`config.mk`:
```
export PLATFORM = sky130hd
export DESIGN_NAME = rc5_dec_16bit
export DESIGN_NICKNAME = d
export VERILOG_FILES = /design/src/rtl/rc5_dec_16bit.sv
export SDC_FILE = /design/constraint.sdc
export NUM_CORES = 1
export LEC_CHECK = 0
export ABC_AREA = 1
export BUFFER_PORTS_ARGS = -buffer_cell sky130_fd_sc_hd__buf_2
export CORE_MARGIN = 2
export CORE_UTILIZATION = 53
export DETAILED_ROUTE_END_ITERATION = 8
export PLACE_DENSITY = 0.83
export SLEW_MARGIN = 10
export SYNTH_ARGS = -nofsm -noshare
export SYNTH_HDL_FRONTEND = slang
export SYNTH_SLANG_ARGS = --single-unit
```
`constraint.sdc`:
```
create_clock -name clock -period 2.85 [get_ports clock]
set_clock_uncertainty 0.2 [all_clocks]
set_input_delay 0.855 -clock clock [delete_from_list [all_inputs] [get_ports clock]]
set_output_delay 0.855 -clock clock [all_outputs]
set_load 0.03 [all_outputs]
```
`src/rtl/rc5_dec_16bit.sv`:
```
// 16-bit RC5 block decipher (w=8), one half-round per cycle.
// The S-table is latched on start so upstream may change key/c afterwards.
module rc5_dec_16bit #(
  parameter int ROUNDS = 2,
  parameter int KW     = 16*(ROUNDS+1)
) (
  input  logic          clock,
  input  logic          reset,
  input  logic          dec_start,
  input  logic [15:0]   c,
  input  logic [KW-1:0] key,
  output logic [15:0]   p,
  output logic          dec_done,
  output logic          busy
);

  // state | meaning
  // IDLE  | waiting for dec_start, busy low
  // RB    | undo B half of round rnd
  // RA    | undo A half of round rnd, then next round or whitening
  // WH    | remove input whitening, publish p, pulse dec_done

  localparam int NS = 2*ROUNDS+2;
  localparam int IW = $clog2(NS);

  typedef enum logic [1:0] {IDLE, RB, RA, WH} state_t;

  state_t             state, state_n;
  logic [2:0]         rnd, rnd_n;
  logic [7:0]         a, a_n, b, b_n;
  logic [NS-1:0][7:0] s_tab, s_tab_n;
  logic [15:0]        p_n;
  logic               dec_done_n, busy_n;
  logic [IW-1:0]      idx_a, idx_b;

  assign idx_a = IW'({rnd, 1'b0});
  assign idx_b = IW'({rnd, 1'b1});

  function automatic logic [7:0] rotr(input logic [7:0] x, input logic [2:0] n);
    logic [15:0] t;
    t = {x, x} >> n;
    return t[7:0];
  endfunction

  always_comb begin
    state_n    = state;
    rnd_n      = rnd;
    a_n        = a;
    b_n        = b;
    s_tab_n    = s_tab;
    p_n        = p;
    dec_done_n = 1'b0;
    busy_n     = busy;
    case (state)
      IDLE: begin
        busy_n = 1'b0;
        if (dec_start) begin
          a_n     = c[15:8];
          b_n     = c[7:0];
          s_tab_n = key;
          rnd_n   = 3'(ROUNDS);
          busy_n  = 1'b1;
          state_n = RB;
        end
      end
      RB: begin
        b_n     = rotr(b - s_tab[idx_b], a[2:0]) ^ a;
        state_n = RA;
      end
      RA: begin
        a_n = rotr(a - s_tab[idx_a], b[2:0]) ^ b;
        if (rnd == 3'd1) begin
          state_n = WH;
        end else begin
          rnd_n   = rnd - 3'd1;
          state_n = RB;
        end
      end
      WH: begin
        p_n        = {a - s_tab[0], b - s_tab[1]};
        dec_done_n = 1'b1;
        busy_n     = 1'b0;
        state_n    = IDLE;
      end
      default: state_n = IDLE;
    endcase
  end

  always_ff @(posedge clock or negedge reset) begin
    if (!reset) begin
      state    <= IDLE;
      rnd      <= 3'd0;
      a        <= 8'h00;
      b        <= 8'h00;
      s_tab    <= '0;
      p        <= 16'h0000;
      dec_done <= 1'b0;
      busy     <= 1'b0;
    end else begin
      state    <= state_n;
      rnd      <= rnd_n;
      a        <= a_n;
      b        <= b_n;
      s_tab    <= s_tab_n;
      p        <= p_n;
      dec_done <= dec_done_n;
      busy     <= busy_n;
    end
  end

endmodule

```
==> flow_summary.ini <==
[place]
io_buffers = 84
dpl.hpwl_microns = 13800
post-place-cells = 1166
gp_congestion = 0.990

[logic_synthesis]
synthArstFlopShare_pct = 100
synth_edf_count = 0
synth_area_per_cell_sq_um = 6.88
synth_ff_type = dfrtp_1
yosysUniqueCellTypes = 34
yosysMostFrequentCell = nand2_1
synth_top_area_share_pct = 34.0
synth-seq-cells = 87
seq_area_frac_synth_pct = 34.0
syn_inst = 931
syn_nets = 1040
syn_area_sq_um = 6400
yosys_warnings = 0
yosysTopAreaCell = dfrtp_1
synth_common_cells = nand2_1 (301), nand3_1 (171), dfrtp_1 (87), inv_1 (80), o21ai_0 (56)
synth_area_leaders = dfrtp_1 (34%), nand2_1 (18%), nand3_1 (13%), ha_1 (7.4%), inv_1 (4.7%)

[critical_path]
crit_type = flip-flop to flip-flop
path_common_cell = nand2_1
crit_chain = clkbuf_16, o21ai_0, o21ai_2, ha_2, inv_2, fa_2, nand2_1, o21ai_1, inv_1, nand2_1, nand3_1, nand3_1, nand3_1, nand2_1, nand2_1
cp.arrival_ps = 3100
crit_path_top_delay_cell = fa_2
critPathRequiredTime_ps = 2900
cp.buffers_inverters = 3
critPathMaxStageDelay_ps = 550
crit_path_end_kind = flip-flop
cp_max_fo = 4
crit_family = adder cells
worstSetupStartpointType = flip-flop

[sta]
hold_ws_ps = 277
fin_tns_setup_ps = -1500
hold_violations = 0
worst_pin_slew_ps = 800
maxSlewHeadroom_pct = 46.6
fin_crit_sh_pct = 107
setup_slack_ps = -201
fmaxAchievable_ghz = 0.328
min_period_ps = 3050
finalSetupViolCount = 16
slew_viol_final = 0
grt_setup_unrepaired = true

[detailed_routing]
vias = 7288
wl_per_cell_microns = 19.1
routed_wl_microns = 22800
drt_iter0_markers = 888
first_pass_iters = 6
viasPerCell = 6.12
ant_nets = 0
remaining_drc_errors = 0

[clock_tree]
h-tree-depth = 3
clockBufferDepth = 2
cts_sinks = 87
clkLatencyLatePin_ps = 360
cts.reportedPaths.clkPinSlew_ps = 60
cts_tree = done
cts_buffers = 9
clockRootBuffer = clkbuf_16

[outcome]
violations = setup timing
status = complete, but fails checks

[die]
die_h_microns = 114
top_level_ports = 85
placeableCoreArea_sq_um = 11900
die_w_microns = 114
placement_rows = 40
die-area_sq_um = 13000
initial_core_util_pct = 53.8

[global_route]
grt_pass1_wl_microns = 29900
grt_usage_pct = 29.3
grt_antenna_before_repair = 0
grt_max_degree = 65
grt.overflow.total = 0
grt_pass1_vias = 6173

[final_layout]
drive_gt1_share_pct = 32.9
area_delta_synth_final_pct = 32.9
finalNonFillerCells = 1190
diodes = 0
final_nets = 1147
utilization_pct = 71.5

[run]
max-cap-violations = 0

[worst_hold_path]
hold_class = input pin to asynchronous set/reset pin
-- what timing repair did --
action,4_1_cts,5_1_grt
pin swaps,3,80
cloned,0,2
hold buffers,0,0
gates resized for setup,8,200
setup buffers,0,6
endpoints found under the setup margin,14,16
-- metal layers --
metal  part of all wire, %  up-vias  GRT usage [%]
met5                     0        -              0
met1                    38     3349           40.9
li1                      -     3257              -
met2                    46      541           46.1
met4                   6.0        0           12.2
met3                    10      141           4.09
-- flip-flops by register name, indices dropped and copies added (netlist names) --
| signal | flops |
|---|---|
| s_tab | 48 |
| p | 16 |
| a | 8 |
| b | 8 |
| rnd | 3 |
| state | 2 |
| busy | 1 |
| dec_done | 1 |
-- cell families (layout without fill, tap and decap cells) --
family | Yosys count | after routing | synth area share (%)
buf+inv | 126 | 238 | 7.99
simple gates | 561 | 561 | 38.5
xor+xnor | 15 | 15 | 2.05
fa+ha+maj | 42 | 42 | 8.67
flops | 87 | 87 | 34.0
compound gates | 100 | 100 | 8.75
-- per-stage QoR --
stage	area, sq um	setup slack [ps]
after floorplan	6410	-2.64
after global placement	7190	5.32
after detailed placement	7190	-46.6
after CTS	7540	5.00
after global routing	8510	-300
final	8510	-201
-- final cells by class --
| cell class | instances | area, sq um |
|---|---|---|
| flip-flops and latches | 87 | 2180 |
| clock buffers | 10 | 239 |
| well taps | 147 | 184 |
| clock inverters | 6 | 75.1 |
| repair buffers | 137 | 896 |
| multi-input cells | 718 | 4600 |
| fillers | 826 | 3400 |
| inverters | 85 | 337 |
-- worst reg2reg max path: stages, from the launching register on --
cell and delay, ps:
dfrtp_2 450, clkbuf_16 170, o21ai_0 130, o21ai_2 190, ha_2 210, inv_2 40
fa_2 550, nand2_1 80, o21ai_1 200, inv_1 100, nand2_1 110, nand3_1 130
nand3_1 170, nand3_1 90, nand2_1 70, nand2_1 50
-- final timing paths --
kind	from	endpoint	slack (ps)	depth (start not counted)
worst max-delay path	rnd[0]	b[6]	-200	15
worst min-delay path	reset	s_tab[45]	280	1
worst max register to register	rnd[0]	b[6]	-200	15
worst min register to register	p[14]	p[14]	290	2
max in group asynchronous	reset	s_tab[34]	1570	2
min in group clock	p[14]	p[14]	290	2
-- cells in the final DEF (no fill, tap or decap), types with 3 or more instances in the layout --
cell type	instances
xor2_1	9
clkinv_1	4
a21oi_2	6
buf_2	83
buf_4	46
nand2_1	272
buf_6	4
nor2_1	41
dfrtp_1	86
nand2_4	13
nor2_2	15
a31oi_1	3
inv_1	75
o21ai_1	11
nand2_2	26
inv_2	3
clkbuf_16	11
nand3_4	10
ha_4	8
ha_2	3
nand4_1	3
a21oi_1	14
a2bb2oi_2	11
nand3_2	71
ha_1	27
o21ai_0	42
o21ai_2	6
or2_2	3
nand3_1	103
Power is left out: the tool's default activity adds up to more than one toggle a clock period on the data nets, which glitch-free logic cannot reach.
